`src/rtl/instruction_loader_pkg.sv`:
```
// Shared types and constants for the boot-time instruction loader.
package instruction_loader_pkg;

   typedef enum logic [2:0] {
      ST_IDLE   = 3'd0,
      ST_HEADER = 3'd1,
      ST_DATA   = 3'd2,
      ST_CHECK  = 3'd3,
      ST_FINISH = 3'd4,
      ST_FAIL   = 3'd5
   } state_t;

   localparam int MAX_WORDS  = 256;
   localparam int WORD_BYTES = 4;
   localparam int IM_ADDR_W  = 32;

endpackage

```
`src/rtl/instruction_loader_byte_packer.sv`:
```
// Big-endian byte-to-word packer; word and word_complete are valid in the cycle the last byte is accepted.
module byte_packer
   import instruction_loader_pkg::*;
(
   input  logic        clk,
   input  logic        reset,
   input  logic        clear,
   input  logic        byte_en,
   input  logic [7:0]  byte_data,
   output logic [31:0] word,
   output logic        word_complete
);

   logic [1:0]  byte_count;
   logic [23:0] shift;

   // The fourth byte is not stored; it completes the word straight off the input.
   assign word          = {shift, byte_data};
   assign word_complete = byte_en && (byte_count == 2'(WORD_BYTES - 1));

   always_ff @(posedge clk or negedge reset) begin
      if (!reset) begin
         byte_count <= 2'd0;
         shift      <= 24'd0;
      end else if (clear) begin
         byte_count <= 2'd0;
         shift      <= 24'd0;
      end else if (byte_en) begin
         byte_count <= byte_count + 2'd1;
         shift      <= {shift[15:0], byte_data};
      end
   end

endmodule

```
`src/rtl/instruction_loader.sv`:
```
// Streams a length-prefixed, XOR-checksummed image into instruction memory while holding the CPU.
// Handshake: a byte transfers on a rising edge where byte_valid and byte_ready are both high.
module instruction_loader
   import instruction_loader_pkg::*;
(
   input  logic                 clk,
   input  logic                 reset,
   input  logic                 start,
   input  logic                 byte_valid,
   input  logic [7:0]           byte_data,
   output logic                 byte_ready,
   output logic                 im_write_en,
   output logic [IM_ADDR_W-1:0] im_address,
   output logic [31:0]          im_write_data,
   output logic                 cpu_hold,
   output logic                 done,
   output logic                 error,
   output logic [8:0]           words_loaded,
   output state_t               dbg_state
);

   state_t      state;
   logic [8:0]  word_total;
   logic [31:0] checksum;
   logic        byte_en;
   logic [31:0] word;
   logic        word_complete;

   // start takes priority so a byte arriving with it is dropped, not folded into the new session.
   assign byte_en   = byte_valid && byte_ready && !start;
   assign dbg_state = state;

   byte_packer u_packer (
      .clk           (clk),
      .reset         (reset),
      .clear         (start),
      .byte_en       (byte_en),
      .byte_data     (byte_data),
      .word          (word),
      .word_complete (word_complete)
   );

   always_ff @(posedge clk or negedge reset) begin
      if (!reset) begin
         state         <= ST_IDLE;
         byte_ready    <= 1'b0;
         im_write_en   <= 1'b0;
         im_address    <= '0;
         im_write_data <= 32'd0;
         cpu_hold      <= 1'b0;
         done          <= 1'b0;
         error         <= 1'b0;
         words_loaded  <= 9'd0;
         word_total    <= 9'd0;
         checksum      <= 32'd0;
      end else begin
         im_write_en <= 1'b0;
         if (start) begin
            state        <= ST_HEADER;
            byte_ready   <= 1'b1;
            cpu_hold     <= 1'b1;
            done         <= 1'b0;
            error        <= 1'b0;
            words_loaded <= 9'd0;
            checksum     <= 32'd0;
         end else begin
            case (state)
               ST_HEADER: begin
                  if (word_complete) begin
                     if (word != 32'd0 && word <= 32'(MAX_WORDS)) begin
                        word_total <= word[8:0];
                        state      <= ST_DATA;
                     end else begin
                        state      <= ST_FAIL;
                        error      <= 1'b1;
                        byte_ready <= 1'b0;
                        cpu_hold   <= 1'b0;
                     end
                  end
               end
               ST_DATA: begin
                  if (word_complete) begin
                     // Address uses the count before this word; both update on the same edge.
                     im_write_en   <= 1'b1;
                     im_address    <= {{(IM_ADDR_W-11){1'b0}}, words_loaded, 2'b00};
                     im_write_data <= word;
                     checksum      <= checksum ^ word;
                     words_loaded  <= words_loaded + 9'd1;
                     if (words_loaded + 9'd1 == word_total)
                        state <= ST_CHECK;
                  end
               end
               ST_CHECK: begin
                  if (word_complete) begin
                     byte_ready <= 1'b0;
                     cpu_hold   <= 1'b0;
                     if (word == checksum) begin
                        state <= ST_FINISH;
                        done  <= 1'b1;
                     end else begin
                        state <= ST_FAIL;
                        error <= 1'b1;
                     end
                  end
               end
               default: begin
                  byte_ready <= 1'b0;
                  cpu_hold   <= 1'b0;
               end
            endcase
         end
      end
   end

endmodule

```
`config.mk`:
```
export PLATFORM = sky130hd
export DESIGN_NAME = instruction_loader
export DESIGN_NICKNAME = d
export VERILOG_FILES = /design/src/rtl/instruction_loader_pkg.sv /design/src/rtl/instruction_loader_byte_packer.sv /design/src/rtl/instruction_loader.sv
export SDC_FILE = /design/constraint.sdc
export NUM_CORES = 1
export LEC_CHECK = 0
export BUFFER_PORTS_ARGS = -buffer_cell sky130_fd_sc_hd__buf_4
export CORE_AREA = 2 2 106 149
export DETAILED_ROUTE_END_ITERATION = 8
export DIE_AREA = 0 0 108 151
export PLACE_DENSITY_LB_ADDON = 0.2
export SLEW_MARGIN = 20
export SYNTH_ARGS = -nofsm -noshare
export SYNTH_HDL_FRONTEND = slang
export SYNTH_SLANG_ARGS = --single-unit
export TNS_END_PERCENT = 10
```
`constraint.sdc`:
```
create_clock -name clk -period 2.45 [get_ports clk]
set_input_delay 0.735 -clock clk [delete_from_list [all_inputs] [get_ports clk]]
set_output_delay 0.735 -clock clk [all_outputs]
set_load 0.05 [all_outputs]
```
* Word level (Yosys, flattened, before mapping) *
Index checks and enable logic that the tools add are counted.

storage, ports and cells
  flip-flop bits (word level) = 124
  bits of input ports = 12

operators by class
  $add $sub $neg = 2
  $lt $le $gt $ge = 1
  eq/ne operators = 13
  multiplexer cells = 36
  bitwise gates (word level) = 2
  reductions and logical operators = 20

operators with widths
  cell                   count
  $mux W32               3
  $mux W24               2
  $eq A32 B32 Y1         1
  $le A32 B9 Y1 const B  1
  $reduce_bool A32 Y1    1
  $xor A32 B32 Y32       1
  $mux W9                3
  $mux W3                6
  $mux W1                17
  $reduce_and A5 Y1      2
  $reduce_bool A2 Y1     5
  $add A9 B1 Y9 const B  1
  $eq A9 B9 Y1           1
  $ne A3 B2 Y1 const B   3
  $ne A3 B3 Y1 const B   3
  $pmux W3 S3            1
  $reduce_and A4 Y1      2
  $eq A3 B2 Y1 const B   2
  $reduce_and A3 Y1      2
  $logic_and A1 B1 Y1    4
  $mux W2                2
  $reduce_bool A4 Y1     1
  $eq A3 B1 Y1 const B   1
  $pmux W1 S3            1
  8 further kinds        8

* Depth between registers and ports, before layout *
Gate-level depths: netlist (run 1).

  depth in word-level cells = 6
  mapped depth = 8
  depth with buffers taken out = 7

* Cells and area by module *
A second synthesis (run 1) with hierarchy kept.

unflattened totals
  cells, all modules = 527
  area total of the unflattened synthesis = 5984.5 um^2

by module, submodules not included
  module              times used  cells each  area an instance (um^2)
  instruction_loader  1           433         4830.9
  byte_packer         1           94          1153.6

* Worst setup path after synthesis (run 1) *
No wires, ideal clock.

  kind = input to register
  start = input port byte_data[7]
  end = register word_total[0]
  setup time = 0.125 ns
  arrival = 2.176 ns
  data required time = 2.325 ns
  path slack = 0.149 ns
  stages = 7
  path buffers = 1
  cell sequence = nor4_1 > a21boi_1 > nor4b_4 > nand2b_2 > nand2b_4 > buf_6 > mux2_4

on the way
  word-level cells in the longest chain between the ends = 3

RTL lines
  what                                                  RTL line                  source
  from (decl)                                           instruction_loader.sv:10  input logic [7:0] byte_data,
  $le A32 B9 Y1 or $reduce_bool A32 Y1 (tied branches)  instruction_loader.sv:70  if (word != 32'd0 && word <= 32'(MAX_WORDS)) begin
  $logic_and A1 B1 Y1 (*)                               instruction_loader.sv:70
  $reduce_and A4 Y1 (no source line) (*)                --
  to (signal assigned)                                  instruction_loader.sv:71  word_total <= word[8:0];
  to (decl)                                             instruction_loader.sv:23  logic [8:0] word_total;

Mark *: on every way between the ends. The rest lies on a longest branch, timed or not.
A chain may end at the register's enable or synchronous reset.

* Worst setup path in the final report (run 1) *
  start = register u_packer.shift[1]
  end = register word_total[4]

on the way
  word-level cells in the longest chain between the ends = 3

RTL lines
  what                                                  RTL line                              source
  from (decl)                                           instruction_loader_byte_packer.sv:15  logic [23:0] shift;
  from (signal assigned)                                instruction_loader_byte_packer.sv:30  shift <= {shift[15:0], byte_data};
  $le A32 B9 Y1 or $reduce_bool A32 Y1 (tied branches)  instruction_loader.sv:70
  $logic_and A1 B1 Y1 (*)                               instruction_loader.sv:70
  $reduce_and A4 Y1 (no source line) (*)                --

Marked as above.

==> results.json, run 1 <==
{
  "status": "finished, final reports clean",
  "min_period_ns": 2.26,
  "route.detailed.drc": 0,
  "routed_via_density": 4.85,
  "ys_top_cells_by_count": "216 x nand2_1, 124 x dfrtp_1, 47 x xnor2_1, 46 x nor2_1, 39 x xor2_1",
  "power.share.combinational_pct": 7.9,
  "area_growth_pct": 23.5,
  "synth_most_common_cell": "nand2_1",
  "seqPwrFrac_pct": 43.2,
  "p_total_mw": 4.89,
  "ys_warn_count": 0,
  "timing.fmax_ghz": 0.443,
  "grt.total_usage_pct": 19.7,
  "ir_drop_v": 0.000487,
  "antenna_found_initial": 0,
  "power_density_nw_per_um2": 669,
  "portBuffers": 69,
  "overflow": 0,
  "io_pins": 93,
  "dr.first_iter.drc_count": 328,
  "first_pass_iters": 4,
  "critPathMaxStageDelay_ns": 0.45,
  "p_leak_nw": 3.56,
  "die_w_um": 108,
  "setup_violations": 0,
  "drv_cap": 0,
  "cts_tree": "yes",
  "wl_um": 15100,
  "clock_latency_ns": 0.41,
  "die_h_um": 151,
  "start_util_pct": 39.6,
  "htree_levels": 4,
  "rsz0062_at_grt": "no",
  "synth_cells": 637,
  "cts_root_buf": "clkbuf_16",
  "post-route-period-util_pct": 92.1,
  "gp_congestion": 0.831,
  "num_vias": 4498,
  "grt_pass1_vias": 4483,
  "grt_max_degree": 43,
  "p_sw_share_pct": 23.8,
  "synth_top_cell_area_share_pct": 52.5,
  "synthArstFlopShare_pct": 100,
  "avgSynthCellArea_sq_um": 9.27,
  "worstHoldPathType": "input pin to asynchronous set/reset pin",
  "fp.dieArea_sq_um": 16300,
  "cp_top_family": "simple AND/OR/NAND/NOR gates",
  "critPathRequiredTime_ns": 2.74,
  "ys.flop_type": "dfrtp_1",
  "criticalPathCategory": "flip-flop to flip-flop",
  "p_sw_mw": 1.16,
  "synth_area_sq_um": 5910,
  "numCtsBuffers": 17,
  "skew_ns": 0.00675,
  "cp_data_arrival_time_ns": 2.55,
  "rows": 53,
  "seq_area_frac_synth_pct": 52.5,
  "post-cts-setup-buffer-count": 0,
  "drive_above_1_share_pct": 19.5,
  "synth_seq_cells": 124,
  "synth_edf_count": 0,
  "synth_cell_type_count": 38,
  "p_clk_share_pct": 48.9,
  "final_max_slew_viol_count": 0,
  "internal_power_mw": 3.72,
  "finalHoldViolCount": 0,
  "synth_area_leader_cell": "dfrtp_1",
  "cp_num_buf_inv": 1,
  "grt_pass1_wl_um": 24100,
  "wl_per_cell_um": 16.3,
  "clock-sinks": 124,
  "cp-end-kind": "flip-flop",
  "clk_pin_slew_worst_paths_ns": 0.06,
  "diodes": 0,
  "critPathSlowestCell": "nor4_2",
  "synth_area_leaders": "dfrtp_1 53%, nand2_1 14%, xnor2_1 7.0%, xor2_1 5.8%, buf_4 3.0%",
  "nFillCells": 1434,
  "antenna_left": 0,
  "cp_cell_sequence": "nor4_2 > nand4_1 > buf_4 > nor4b_4 > nand2b_2 > nand2b_4 > mux2_4",
  "hpwl_um": 10600,
  "coreArea_sq_um": 14900,
  "cp_max_fo": 10,
  "clock_path_buffers": 2,
  "totalNegativeSetupSlack_ns": 0,
  "critPathLaunchType": "flip-flop",
  "nets": 739
}
[cells in the final DEF (no fill, tap or decap), types with 3 or more instances in the layout]
master / instances
nand2_1: 216
dfrtp_1: 124
buf_4: 99
xnor2_1: 47
nor2_1: 46
xor2_1: 39
a21oi_1: 30
conb_1: 23
clkbuf_16: 17
nand4_1: 14
mux2_4: 9
nor4_1: 8
nand3_1: 6
o21ai_0: 5
nor3_1: 5
clkinv_2: 4
inv_1: 3
nand3b_1: 3
buf_12: 3
[stage by stage]
step                area (sq um)  setup WS [ns]  hold slack (ns)  utilization [%]  cells
global route                7300         0.0892            0.266             48.9    927
floorplan                   5990          0.149            0.439                -    659
global placement            6740        -0.0717            0.459             45.1    898
finish                      7300          0.194            0.248             48.9    927
detailed placement          6740         -0.108            0.464             45.1    898
CTS                         7290        0.00479            0.247             48.9    927
[kinds of logic after synthesis]
kind of cell / Yosys count / synth area share, %
compound gates: 43 / 4.00
simple gates: 313 / 22.6
xor+xnor: 86 / 12.7
mux: 9 / 2.29
other cells: 1 / 0.0635
fa+ha+maj: 2 / 0.423
flops: 124 / 52.5
buf+inv: 59 / 5.40
[state kept, by name (all words and copies together), names as in the netlist]
name and cells:
done 1, im_address 9, im_write_en 1, word_total 9
dbg_state 3, cpu_hold 1, u_packer.byte_count 2, u_packer.shift 24
error 1, checksum 32, words_loaded 9, im_write_data 32
[area by class of cell]
type                    count  area, sq um  area share (%)
flip-flops and latches    124         3100            42.5
multi-input cells         476         2580            35.4
repair buffers            102          803            11.0
clock buffers              21          460            6.31
well taps                 192          240            3.29
clock inverters             8         95.1            1.30
inverters                   4         15.0           0.206
[worst register-to-register path: cells and delay by family (launching register included)]
kind | cells | cell delay (ns)
and+or+nand+nor | 5 | 1.20
buffers and inverters | 1 | 0.19
muxes | 1 | 0.35
DFF | 1 | 0.39
[power groups by stage]
stage	combinational, mW	sequential, mW	clock, mW
floorplan	0.246	2.14	0
global placement	0.383	2.14	0
detailed placement	0.388	2.14	0
CTS	0.388	2.11	2.43
global route	0.418	2.11	2.53
finish	0.386	2.11	2.39
[layer usage]
layer  vias up  part of all wire [%]  GRT usage [%]
met5         -                     0              0
met4         0                   3.6           10.3
met3        25                   3.4           4.00
met2       110                    51           32.6
met1      2190                    42           24.0
li1       2173                     -              -
[timing repair]
item                                   CTS  global route
setup endpoints to repair                0             7
resized for setup                        0             1
endpoints found under the hold margin    0             0
hold buffers                             0             0
[worst paths after layout]
| check | depth (start not counted) | startpoint | slack, ns | end |
|---|---|---|---|---|
| max in group asynchronous | 2 | reset | 1.60 | im_write_data[26]$_DFFE_PN0P_ |
| hold / removal | 1 | reset | 0.25 | checksum[9]$_DFFE_PN0P_ |
| min in group clk | 2 | im_address[2]$_DFFE_PN0P_ | 0.47 | im_address[2]$_DFFE_PN0P_ |
| setup / recovery | 7 | u_packer.shift[1]$_DFFE_PN0P_ | 0.19 | word_total[4]$_DFFE_PN0P_ |
| hold reg to reg | 2 | im_address[2]$_DFFE_PN0P_ | 0.47 | im_address[2]$_DFFE_PN0P_ |
| setup reg to reg | 7 | u_packer.shift[1]$_DFFE_PN0P_ | 0.19 | word_total[4]$_DFFE_PN0P_ |
No activity file was read; power rests on OpenSTA's default activity.
==> run 2, diff against run 1 <==
CAP_MARGIN = 20   (was not set)
RECOVER_POWER = 25   (was not set)
==> run 2 against run 1 <==
  * Via count rose by 0.38%
  * Utilization barely moved
  * Critical path type unchanged
  * Sequential share of layout area barely moved
  * The flow now finishes with violations (max-capacitance violations, max-slew violations)
  * Critical endpoint unchanged
  * Die area did not move
  * Non-clock buffer count did not move
==> results.json, run 2 (synthesis gave the netlist of run 1 again) <==
{
  "hpwl_um": 10600,
  "endpoint": "word_total[4]$_DFFE_PN0P_",
  "overflow": 0,
  "p_clk_share_pct": 48.9,
  "min_period_ns": 2.27,
  "p_sw_mw": 1.16,
  "clock_path_buffers": 2,
  "power.share.combinational_pct": 7.9,
  "setup_violations": 0,
  "p_leak_nw": 3.56,
  "clock-sinks": 124,
  "wl_um": 15100,
  "r2r_cells": 7,
  "numCtsBuffers": 17,
  "setup_slack_ns": 0.184,
  "grt_max_degree": 43,
  "num_vias": 4515,
  "io_pins": 93,
  "dp_cells": 898,
  "criticalPathCategory": "flip-flop to flip-flop",
  "clk_pin_slew_worst_paths_ns": 0.06,
  "timing.rr.end": "word_total[4]$_DFFE_PN0P_",
  "timing.fmax_ghz": 0.441,
  "ff_latch_area_sq_um": 3100,
  "drv_cap": 1,
  "internal_power_mw": 3.72,
  "fp.dieArea_sq_um": 16300,
  "grt.total_usage_pct": 19.7,
  "grt_pass1_vias": 4483,
  "rows": 53,
  "final_common_cell": "nand2_1",
  "postPlaceCellArea_sq_um": 6740,
  "die_h_um": 151,
  "critPathLaunchType": "flip-flop",
  "antenna_found_initial": 0,
  "final_cell_area_sq_um": 7290,
  "final_cell_mix": "216 x nand2_1, 124 x dfrtp_1, 98 x buf_4, 47 x xnor2_1, 46 x nor2_1",
  "cp_data_arrival_time_ns": 2.55,
  "nFillCells": 1434,
  "rsz0062_at_grt": "no",
  "startpoint": "u_packer.shift[1]$_DFFE_PN0P_",
  "r2r_setup_slack_ns": 0.18,
  "wl_per_cell_um": 16.3,
  "final_max_slew_viol_count": 26,
  "critPathRequiredTime_ns": 2.74,
  "cts_tree": "yes",
  "instances_no_fill": 927,
  "violations": "max-capacitance violations, max-slew violations",
  "cp_max_fo": 10,
  "timing.rr.start": "u_packer.shift[1]$_DFFE_PN0P_",
  "nets": 739,
  "gp_congestion": 0.831,
  "post-cts-setup-buffer-count": 0,
  "coreArea_sq_um": 14900,
  "ir_drop_v": 0.000487,
  "route.detailed.drc": 0,
  "diodes": 0,
  "routed_via_density": 4.87,
  "antenna_left": 0,
  "start_util_pct": 39.6,
  "skew_ns": 0.00664,
  "dr.first_iter.drc_count": 328,
  "totalNegativeSetupSlack_ns": 0,
  "grt_pass1_wl_um": 24100,
  "tightest_slew_ns": 1.65,
  "seqPwrFrac_pct": 43.2,
  "cts_root_buf": "clkbuf_16",
  "area_growth_pct": 23.5,
  "drive_above_1_share_pct": 19.3,
  "finalHoldViolCount": 0,
  "post-route-period-util_pct": 92.5,
  "portBuffers": 69,
  "status": "complete, but fails checks",
  "cp-end-kind": "flip-flop",
  "htree_levels": 4,
  "multiInputGateArea_sq_um": 2580,
  "die_w_um": 108,
  "worstHoldPathType": "flip-flop to flip-flop",
  "post-place-ws_ns": -0.108,
  "power_density_nw_per_um2": 670,
  "first_pass_iters": 4,
  "max_slew_margin_pct": -9.85,
  "clock_latency_ns": 0.41,
  "p_sw_share_pct": 23.8,
  "reg_top3": "checksum (32), im_write_data (32), u_packer.shift (24)"
}
==> run 2: changes by cell type in the layout (fill, tap and decap cells not counted), sizes merged <==
cell,previous run,this run
clkbuf,21,22
buf,102,101
==> run 2: worst min path at each step <==
stage | startpoint | to | slack (ns) | cells past startpoint
floorplan | reset | checksum[0]$_DFFE_PN0P_ | 0.44 | 0
global route | im_address[2]$_DFFE_PN0P_ | im_address[2]$_DFFE_PN0P_ | 0.50 | 2
CTS | reset | im_write_data[9]$_DFFE_PN0P_ | 0.25 | 1
finish | im_address[2]$_DFFE_PN0P_ | im_address[2]$_DFFE_PN0P_ | 0.47 | 2
global placement | im_address[2]$_DFFE_PN0P_ | im_address[2]$_DFFE_PN0P_ | 0.46 | 2
detailed placement | im_write_data[9]$_DFFE_PN0P_ | im_write_data[9]$_DFFE_PN0P_ | 0.46 | 2
==> run 2: critical path, stage by stage (launching register included) <==
cell and delay (ns):
dfrtp_1 0.39, nor4_2 0.46, nand4_1 0.13, buf_4 0.19, nor4b_4 0.30, nand2b_2 0.09, nand2b_4 0.23, mux2_4 0.34
==> run 2: what timing repair did <==
action | CTS | global route
hold buffers | 0 | 0
endpoints found under the hold margin | 0 | 0
setup endpoints to repair | 0 | 7
resized for setup | 0 | 1
==> run 2: area by class of cell <==
| type | count | share of cell area, % |
|---|---|---|
| Multi-Input combinational cell | 476 | 35.4 |
| Sequential cell | 124 | 42.5 |
| Clock inverter | 8 | 1.30 |
| Tap cell | 192 | 3.29 |
| Inverter | 4 | 0.206 |
| Clock buffer | 21 | 6.31 |
| Timing Repair Buffer | 102 | 11.0 |
==> run 2: per-layer routing <==
layer | vias to the layer above | routed length (um) | track usage [%]
li1 | 2173 | - | -
met1 | 2189 | 6290 | 24.0
met2 | 126 | 7660 | 32.6
met3 | 27 | 593 | 4.00
met4 | 0 | 555 | 10.3
met5 | - | 0 | 0
==> run 2: power groups by stage <==
stage / Combinational, mW / Sequential [mW] / Clock, mW
CTS: 0.388 / 2.11 / 2.43
global route: 0.418 / 2.11 / 2.53
detailed placement: 0.388 / 2.14 / 0
floorplan: 0.246 / 2.14 / 0
finish: 0.386 / 2.11 / 2.39
global placement: 0.383 / 2.14 / 0
==> run 2: per-stage QoR <==
stage / hold slack, ns / total power, mW / utilization (%)
after global placement: 0.459 / 2.53 / 45.1
after global routing: 0.497 / 5.06 / 48.9
after floorplan: 0.439 / 2.39 / -
after CTS: 0.247 / 4.93 / 48.9
final: 0.472 / 4.88 / 48.9
after detailed placement: 0.464 / 2.53 / 45.1
